<file path="config.mk">
export PLATFORM = sky130hd
export DESIGN_NAME = regfile_write_arbiter
export DESIGN_NICKNAME = d
export VERILOG_FILES = /design/src/rtl/regfile_pkg.sv /design/src/rtl/wb_hold_buffer.sv /design/src/rtl/regfile_write_arbiter.sv
export SDC_FILE = /design/constraint.sdc
export NUM_CORES = 1
export LEC_CHECK = 0
export CAP_MARGIN = 40
export CORE_MARGIN = 2
export CORE_UTILIZATION = 35
export CTS_BUF_LIST = sky130_fd_sc_hd__clkbuf_8 sky130_fd_sc_hd__clkbuf_16
export CTS_CLUSTER_DIAMETER = 120
export CTS_CLUSTER_SIZE = 12
export DETAILED_ROUTE_END_ITERATION = 12
export GPL_TIMING_DRIVEN = 0
export PLACE_DENSITY_LB_ADDON = 0.15
export SETUP_SLACK_MARGIN = 0.05
export SYNTH_ARGS = -nofsm -noshare
export SYNTH_HDL_FRONTEND = slang
export SYNTH_SLANG_ARGS = --single-unit
</file>
<file path="constraint.sdc">
create_clock -name clk -period 4.5 [get_ports clk]
set_input_delay 0.9 -clock clk [delete_from_list [all_inputs] [get_ports clk]]
set_output_delay 0.9 -clock clk [all_outputs]
set_load 0.02 [all_outputs]
</file>
<file path="src/rtl/regfile_pkg.sv">
// Shared constants and entry type for the register-file write arbiter.
package regfile_pkg;

    localparam int DATA_WIDTH = 64;
    localparam int ADDR_WIDTH = 5;
    localparam int NUM_REGS   = 32;

    // Hard-wired zero register: entries addressed here drain but never write.
    localparam logic [ADDR_WIDTH-1:0] ZERO_REG = ADDR_WIDTH'(31);

    // One pending writeback: destination register and value.
    typedef struct packed {
        logic [ADDR_WIDTH-1:0] addr;
        logic [DATA_WIDTH-1:0] data;
    } wb_entry_t;

endpackage

</file>
<file path="src/rtl/wb_hold_buffer.sv">
// One-entry holding register with a valid/ready input handshake.
// The entry can be drained and refilled in the same cycle.
module wb_hold_buffer
    import regfile_pkg::*;
(
    input  logic      clk,
    input  logic      reset,
    input  logic      in_valid,
    output logic      in_ready,
    input  wb_entry_t in_entry,
    input  logic      drain,
    output logic      buf_valid,
    output wb_entry_t buf_entry,
    output logic      load
);

    logic      valid_reg;
    wb_entry_t entry_reg;

    // Ready only depends on occupancy and the drain, never on in_valid.
    assign in_ready  = !valid_reg || drain;
    assign load      = in_valid && in_ready;
    assign buf_valid = valid_reg;
    assign buf_entry = entry_reg;

    // Load wins over drain so a same-cycle drain+refill keeps the buffer full.
    always_ff @(posedge clk) begin
        if (reset) begin
            valid_reg <= 1'b0;
            entry_reg <= '0;
        end else if (load) begin
            valid_reg <= 1'b1;
            entry_reg <= in_entry;
        end else if (drain) begin
            valid_reg <= 1'b0;
        end
    end

endmodule

</file>
<file path="src/rtl/regfile_write_arbiter.sv">
// Shares the register file's single write port between the ALU writeback
// (req0) and the memory writeback (req1). Each requester has a one-entry
// buffer; a round-robin arbiter with oldest-first ordering on address
// conflicts drains them into a registered write stage.
module regfile_write_arbiter
    import regfile_pkg::*;
(
    input  logic                  clk,
    input  logic                  reset,
    input  logic                  req0_valid,
    output logic                  req0_ready,
    input  logic [ADDR_WIDTH-1:0] req0_addr,
    input  logic [DATA_WIDTH-1:0] req0_data,
    input  logic                  req1_valid,
    output logic                  req1_ready,
    input  logic [ADDR_WIDTH-1:0] req1_addr,
    input  logic [DATA_WIDTH-1:0] req1_data,
    input  logic                  stall,
    output logic                  RegWrite,
    output logic [ADDR_WIDTH-1:0] WriteRegister,
    output logic [DATA_WIDTH-1:0] WriteData,
    output logic                  busy
);

    logic [1:0] in_valid;
    logic [1:0] in_ready;
    logic [1:0] buf_valid;
    logic [1:0] buf_load;
    logic [1:0] grant;
    wb_entry_t  in_entry  [2];
    wb_entry_t  buf_entry [2];
    wb_entry_t  grant_entry;

    // rr_reg: 0 -> req0 preferred. age_reg: 0 -> buffer 0 holds the older entry.
    logic rr_reg;
    logic age_reg;
    logic same_addr;

    logic                  reg_write_reg;
    logic [ADDR_WIDTH-1:0] write_register_reg;
    logic [DATA_WIDTH-1:0] write_data_reg;

    assign in_valid    = {req1_valid, req0_valid};
    assign in_entry[0] = {req0_addr, req0_data};
    assign in_entry[1] = {req1_addr, req1_data};
    assign req0_ready  = in_ready[0];
    assign req1_ready  = in_ready[1];

    generate
        for (genvar gi = 0; gi < 2; gi++) begin : g_buf
            wb_hold_buffer u_buf (
                .clk       (clk),
                .reset     (reset),
                .in_valid  (in_valid[gi]),
                .in_ready  (in_ready[gi]),
                .in_entry  (in_entry[gi]),
                .drain     (grant[gi]),
                .buf_valid (buf_valid[gi]),
                .buf_entry (buf_entry[gi]),
                .load      (buf_load[gi])
            );
        end
    endgenerate

    assign same_addr = (buf_entry[0].addr == buf_entry[1].addr);

    // Grant selection: single valid buffer wins; on contention the older entry
    // wins when addresses collide, otherwise the round-robin pointer decides.
    always_comb begin
        grant = 2'b00;
        if (!stall) begin
            case (buf_valid)
                2'b01:   grant = 2'b01;
                2'b10:   grant = 2'b10;
                2'b11: begin
                    if (same_addr) begin
                        grant = age_reg ? 2'b10 : 2'b01;
                    end else begin
                        grant = rr_reg ? 2'b10 : 2'b01;
                    end
                end
                default: grant = 2'b00;
            endcase
        end
    end

    assign grant_entry = grant[1] ? buf_entry[1] : buf_entry[0];

    // Round-robin pointer moves to the other requester after each grant; the
    // age bit marks whichever entry was resident when the other one arrived.
    // A same-cycle double load marks buffer 0 older so req1's value lands last.
    always_ff @(posedge clk) begin
        if (reset) begin
            rr_reg  <= 1'b0;
            age_reg <= 1'b0;
        end else begin
            if (grant[0]) begin
                rr_reg <= 1'b1;
            end else if (grant[1]) begin
                rr_reg <= 1'b0;
            end
            if (buf_load == 2'b11) begin
                age_reg <= 1'b0;
            end else if (buf_load[0] && buf_valid[1]) begin
                age_reg <= 1'b1;
            end else if (buf_load[1] && buf_valid[0]) begin
                age_reg <= 1'b0;
            end
        end
    end

    // Registered write stage; address/data hold when idle, zero-register
    // entries pass through with the write enable suppressed.
    always_ff @(posedge clk) begin
        if (reset) begin
            reg_write_reg      <= 1'b0;
            write_register_reg <= '0;
            write_data_reg     <= '0;
        end else if (|grant) begin
            reg_write_reg      <= (grant_entry.addr != ZERO_REG);
            write_register_reg <= grant_entry.addr;
            write_data_reg     <= grant_entry.data;
        end else begin
            reg_write_reg      <= 1'b0;
        end
    end

    assign RegWrite      = reg_write_reg;
    assign WriteRegister = write_register_reg;
    assign WriteData     = write_data_reg;
    assign busy          = (|buf_valid) | reg_write_reg;

endmodule

</file>
==> results.ini, run 1 <==
[timing]
period_needed_ps = 3550
finalClockSkew_ps = 13.1
clock.fmax_ghz = 0.281
hold_violations = 0
hold_ws_ps = 447
maxSlewViolCount = 0
max_slew_margin_pct = 46.4
worstMarginPinSlew_ps = 801
fin_setup_tns_ps = 0
period_share_pct = 79.0
final-setup-viol-count = 0
rsz0062_at_grt = false

[finish]
nets = 1449
seq_area_mm2 = 0.00424
fill_cells = 2516
mostFrequentLayoutCells = clkdlybuf4s50_1 (213), dfxtp_1 (212), a21oi_1 (140), nand2b_1 (140), nor2_1 (77)
largest_register_ffs = 138
multi_input_area_mm2 = 0.00439
syn_to_final_growth_pct = 34.8
drive_gt1_share_pct = 4.98
final_common_cell = clkdlybuf4s50_1

[setup_path]
worst-path-max-fanout = 5
worstSetupStartpointType = flop
cpPeakStageDelay_ps = 670
cpMaxStageDelayCell = clkdlybuf4s50_1
setup.worst_path.class = reg2out
cp-end-kind = output port
cp.required_ps = 3600
worstPathArrival_ps = 2650
crit_path_cell_trace = xor2_1 > or3_4 > o21ai_4 > a21boi_0 > o21ai_0 > clkdlybuf4s50_1

[clocking]
numCtsBuffers = 21
hold_buffers = 0
h-tree-depth = 1
clkLatencyLatePin_ps = 500
root_buffer = clkbuf_16
clock_sinks = 212
cts_tree = built
cts_buffer_depth = 3
postCtsSetupRepairBufs = 0
cts_resized = 0
cts.clk_slew.worst_paths_ps = 70

[place]
dpl.hpwl_um = 20200
finalWeightedCongestion = 0.804
placement.io_buffers = 213

[drt]
routed.top_layer = met4
totalWireLength_um = 27600
route.met2.wl_um = 12400
ant_nets = 0
wl_met1_um = 13200
drt-pass1-iter-count = 5
drc_errors = 0
routed-wl-met3_um = 1710
viasPerCell = 5.00
drt_iter0_drc = 399
dr_total_vias = 8179
wl_per_cell_um = 16.9

[global_route]
antenna_found_initial = 1
track_usage_pct = 19.9
grt_pass1_vias = 7968
grt_pass1_wl_um = 42800
overflow = 0
grt_max_degree = 13

[synth]
synth_ff_type = dfxtp_1
synth_nets = 1208
ys_seq_area_share_pct = 46.8
syn-instance-count = 1065
synth_area_mm2 = 0.00906
syn_avg_cell_area_um2 = 8.51
yosysWarningCount = 0
synth_edf_count = 0
synth-seq-cells = 212
async_flop_share_pct = 0
ys_types = 35

[floorplan]
core_mm2 = 0.0253
start_util_pct = 35.8
io_pins = 216
dieWidth_um = 165
dieHeight_um = 165
dieArea_mm2 = 0.0272
fp-row-count = 58

[power_and_ir_drop]
p_per_area_mw_per_mm2 = 381
irDropWorstVdd_mv = 0.190
power.total_w = 0.00466
leakage_nw = 4.45

[status]
status = finished, final reports clean

[hold_path]
min_path_type = reg2reg

[run]
drv_cap = 0

## per-layer routing
metal | up-vias | track usage (%)
met5 | - | 0
met4 | 0 | 3.48
met3 | 29 | 3.39
met2 | 215 | 32.3
met1 | 3791 | 28.2
li1 | 4144 | -
## layout make-up
| cell class | count | area share (%) |
|---|---|---|
| Buffer | 99 | 3.46 |
| Clock inverter | 2 | 0.317 |
| Multi-Input combinational cell | 753 | 36.0 |
| Antenna cell | 1 | 0.0205 |
| Timing Repair Buffer | 218 | 17.8 |
| Tap cell | 330 | 3.38 |
| Sequential cell | 212 | 34.7 |
| Inverter | 1 | 0.0307 |
| Clock buffer | 21 | 4.30 |
## path summary, 6_finish.rpt
kind,from,end,slack [ps],cells past startpoint
min reg2reg,g_buf[1].u_buf.buf_entry[11],WriteData[11],450,2
max reg2reg,g_buf[1].u_buf.buf_valid,WriteData[34],1920,7
min,g_buf[1].u_buf.buf_entry[11],WriteData[11],450,2
max,g_buf[1].u_buf.buf_entry[67],req0_ready,950,6
## power breakdown
group | leakage, nW | switching, W | total [W] | internal, W
sequential | 1.75 | 0.0000979 | 0.00214 | 0.00204
clock | 0.277 | 0.000703 | 0.00159 | 0.000884
combinational | 2.43 | 0.000511 | 0.000933 | 0.000422
## cell usage after synthesis (2+ instances only)
| library cell | number | area, um2 |
|---|---|---|
| a211oi_1 | 70 | 526 |
| xnor2_1 | 2 | 17.5 |
| o21ai_0 | 65 | 325 |
| mux2i_1 | 71 | 711 |
| nand2_1 | 76 | 285 |
| nand2b_1 | 140 | 876 |
| buf_6 | 2 | 22.5 |
| nor3_1 | 2 | 10.0 |
| nand4_1 | 3 | 18.8 |
| buf_2 | 29 | 145 |
| clkbuf_1 | 68 | 255 |
| nor4_1 | 2 | 12.5 |
| dfxtp_1 | 212 | 4240 |
| a21oi_1 | 140 | 701 |
| xor2_1 | 5 | 43.8 |
| nor2_1 | 77 | 289 |
| and2_1 | 2 | 12.5 |
| o31a_1 | 2 | 17.5 |
| o21ai_1 | 11 | 55.1 |
| nand3_1 | 71 | 355 |
## critical path: cells and delay by family, from the launching register on
family,cells,cell delay (ps)
simple gates,1,440
xor+xnor,1,210
flops,1,350
buf+inv,1,670
compound gates,3,480
## per-stage QoR
step	std cells	util (%)	instance area (um2)	worst slack, ps
after floorplan	1065	-	9060	1910
after global placement	1608	45.8	11600	1040
after CTS	1636	48.2	12200	911
final	1637	48.3	12200	945
after detailed placement	1613	46.0	11700	1280
after global routing	1636	48.2	12200	738
## logic make-up after synthesis
| logic type | share of synthesized area (%) |
|---|---|
| compound gates | 19.0 |
| buf+inv | 4.71 |
| xor+xnor | 0.676 |
| simple gates | 20.9 |
| flops | 46.8 |
| mux | 7.96 |
Power figures use the tool's default switching activity.
==> run 2: changes to the inputs <==
==> constraint.sdc (replaced) <==
create_clock -name clk -period 3.1 [get_ports clk]
set_input_delay 0.62 -clock clk [delete_from_list [all_inputs] [get_ports clk]]
set_output_delay 0.62 -clock clk [all_outputs]
set_load 0.02 [all_outputs]
==> run 2 against run 1 <==
Net effect:
- die area unchanged
- non-clock buffer count unchanged
- register-to-register slack got worse by 1400 ps
- power increased by 45%
- critical path type unchanged
==> results.ini, run 2 (synthesis gave the netlist of run 1 again) <==
[run]
drv_cap = 0

[global_route]
overflow = 0
grt_max_degree = 13
antenna_found_initial = 1
grt_pass1_wl_um = 42800
grt_pass1_vias = 7962
track_usage_pct = 19.9

[setup_path]
cpMaxStageDelayCell = or3_4
worst-path-max-fanout = 5
cp_top_family = compound AO/OA/AOI/OAI gates
r2r_setup_slack_ps = 510
rr_worst_depth = 7
crit_start = g_buf[1].u_buf.buf_entry[67]
worstPathArrival_ps = 2200
cpPeakStageDelay_ps = 440
timing.rr.start = g_buf[1].u_buf.buf_valid
cp.required_ps = 2480
setup.worst_path.class = reg2out
worstSetupStartpointType = flop
crit-reg2reg-capture = WriteData[34]
cp-end-kind = output port
crit_path_cell_trace = xor2_1 > or3_4 > o21ai_4 > a21boi_0 > o21ai_0 > clkbuf_2
critPathBufInv = 1

[clocking]
cts_tree = built
h-tree-depth = 1
numCtsBuffers = 21
root_buffer = clkbuf_16
cts.clk_slew.worst_paths_ps = 70
cts_buffer_depth = 3
clkLatencyLatePin_ps = 500
clock_sinks = 212

[floorplan]
fp-row-count = 58
start_util_pct = 35.8
io_pins = 216
dieHeight_um = 165
dieArea_mm2 = 0.0272
dieWidth_um = 165
core_mm2 = 0.0253

[power_and_ir_drop]
p_per_area_mw_per_mm2 = 553
leakage_nw = 4.45
power.total_w = 0.00676
irDropWorstVdd_mv = 0.276

[drt]
totalWireLength_um = 27600
wl_per_cell_um = 16.9
drt-pass1-iter-count = 4
drc_errors = 0
drt_iter0_drc = 393
dr_total_vias = 8172
ant_nets = 0
viasPerCell = 4.99

[status]
status = finished, final reports clean

[timing]
max_slew_margin_pct = 45.8
finalClockSkew_ps = 12.7
period_needed_ps = 2820
rsz0062_at_grt = false
maxSlewViolCount = 0
worstMarginPinSlew_ps = 810
clock.fmax_ghz = 0.354
hold_ws_ps = 447
hold_violations = 0
period_share_pct = 91.1
final-setup-viol-count = 0

[finish]
nets = 1449
drive_gt1_share_pct = 5.13
largest_register_ffs = 138
syn_to_final_growth_pct = 34.7
mostFrequentLayoutCells = dfxtp_1 (212), clkdlybuf4s50_1 (211), a21oi_1 (140), nand2b_1 (140), nor2_1 (77)
final_common_cell = dfxtp_1

[place]
placement.io_buffers = 213
finalWeightedCongestion = 0.804
dpl.hpwl_um = 20200

[hold_path]
min_path_type = reg2reg
hold_end = WriteData[9]
hold-path-cell-count = 2
min_from = g_buf[1].u_buf.buf_entry[9]

[run 2: cell types whose count changed in the layout (fill, tap and decap cells not counted), sizes merged]
cell | previous run | this run
clkbuf | 89 | 91
clkdlybuf4s50 | 213 | 211
[run 2: metal layers]
layer	vias to the layer above	part of all wire, %	routed length [um]	global-route usage [%]
met3	29	6.3	1740	3.39
met5	-	0	0	0
met1	3776	48	13200	28.2
met2	224	45	12300	32.2
met4	0	1.2	322	3.48
li1	4143	-	-	-
[run 2: layout make-up]
cell class	count	area, um2
diodes	1	2.50
clock buffers	21	526
well taps	330	413
plain buffers	99	423
clock inverters	2	38.8
repair buffers	218	2170
multi-input cells	753	4390
inverters	1	3.75
fillers	2518	13100
flip-flops and latches	212	4240
[run 2: timing repair]
action,in CTS,in global routing
setup endpoints to repair,2,2
setup buffers,0,0
resized for setup,2,6
hold buffers,0,0
[run 2: worst register-to-register path: stages (launching register included)]
cell,delay (ps)
dfxtp_1,370
buf_2,220
nor2_1,70
nor2_1,620
clkbuf_1,480
clkbuf_1,430
nor2_1,80
a211oi_1,240
[run 2: worst max-delay path by stage]
stage | cells past startpoint | endpoint | slack, ps
2_1_floorplan | 5 | req0_ready | 790
3_3_place_gp | 8 | g_buf[0].u_buf.buf_entry[59] | -80
3_5_place_dp | 8 | g_buf[0].u_buf.buf_entry[61] | 160
4_1_cts | 6 | req0_ready | 80
5_1_grt | 6 | req0_ready | 90
6_report | 6 | req0_ready | 280
[run 2: metrics by stage]
stage | area [um2] | util, % | instances | setup WS, ps | TNS, ps
6_report | 12200 | 48.2 | 1637 | 276 | 0
4_1_cts | 12200 | 48.2 | 1636 | 79.9 | 0
3_5_place_dp | 11700 | 46.0 | 1613 | 162 | 0
3_3_place_gp | 11600 | 45.8 | 1608 | -82.1 | -731
2_1_floorplan | 9060 | - | 1065 | 794 | 0
5_1_grt | 12200 | 48.2 | 1636 | 88.4 | 0
[run 2: report_power, final]
group	leakage, nW	switching [W]	internal (W)
Clock	0.277	0.00102	0.00128
Combinational	2.43	0.000743	0.000612
Sequential	1.75	0.000142	0.00296
==> run 3: changes to the inputs <==
--- a/config.mk
+++ b/config.mk
@@ -8,7 +8,7 @@
 export CAP_MARGIN = 40
 export CORE_MARGIN = 2
 export CORE_UTILIZATION = 35
-export CTS_BUF_LIST = sky130_fd_sc_hd__clkbuf_8 sky130_fd_sc_hd__clkbuf_16
+export CTS_BUF_LIST = sky130_fd_sc_hd__clkbuf_4 sky130_fd_sc_hd__clkbuf_8 sky130_fd_sc_hd__clkbuf_16
 export CTS_CLUSTER_DIAMETER = 120
 export CTS_CLUSTER_SIZE = 12
 export DETAILED_ROUTE_END_ITERATION = 12
==> results of run 3 <==
No change in the layout: final DEF, timing and power equal those of run 2.
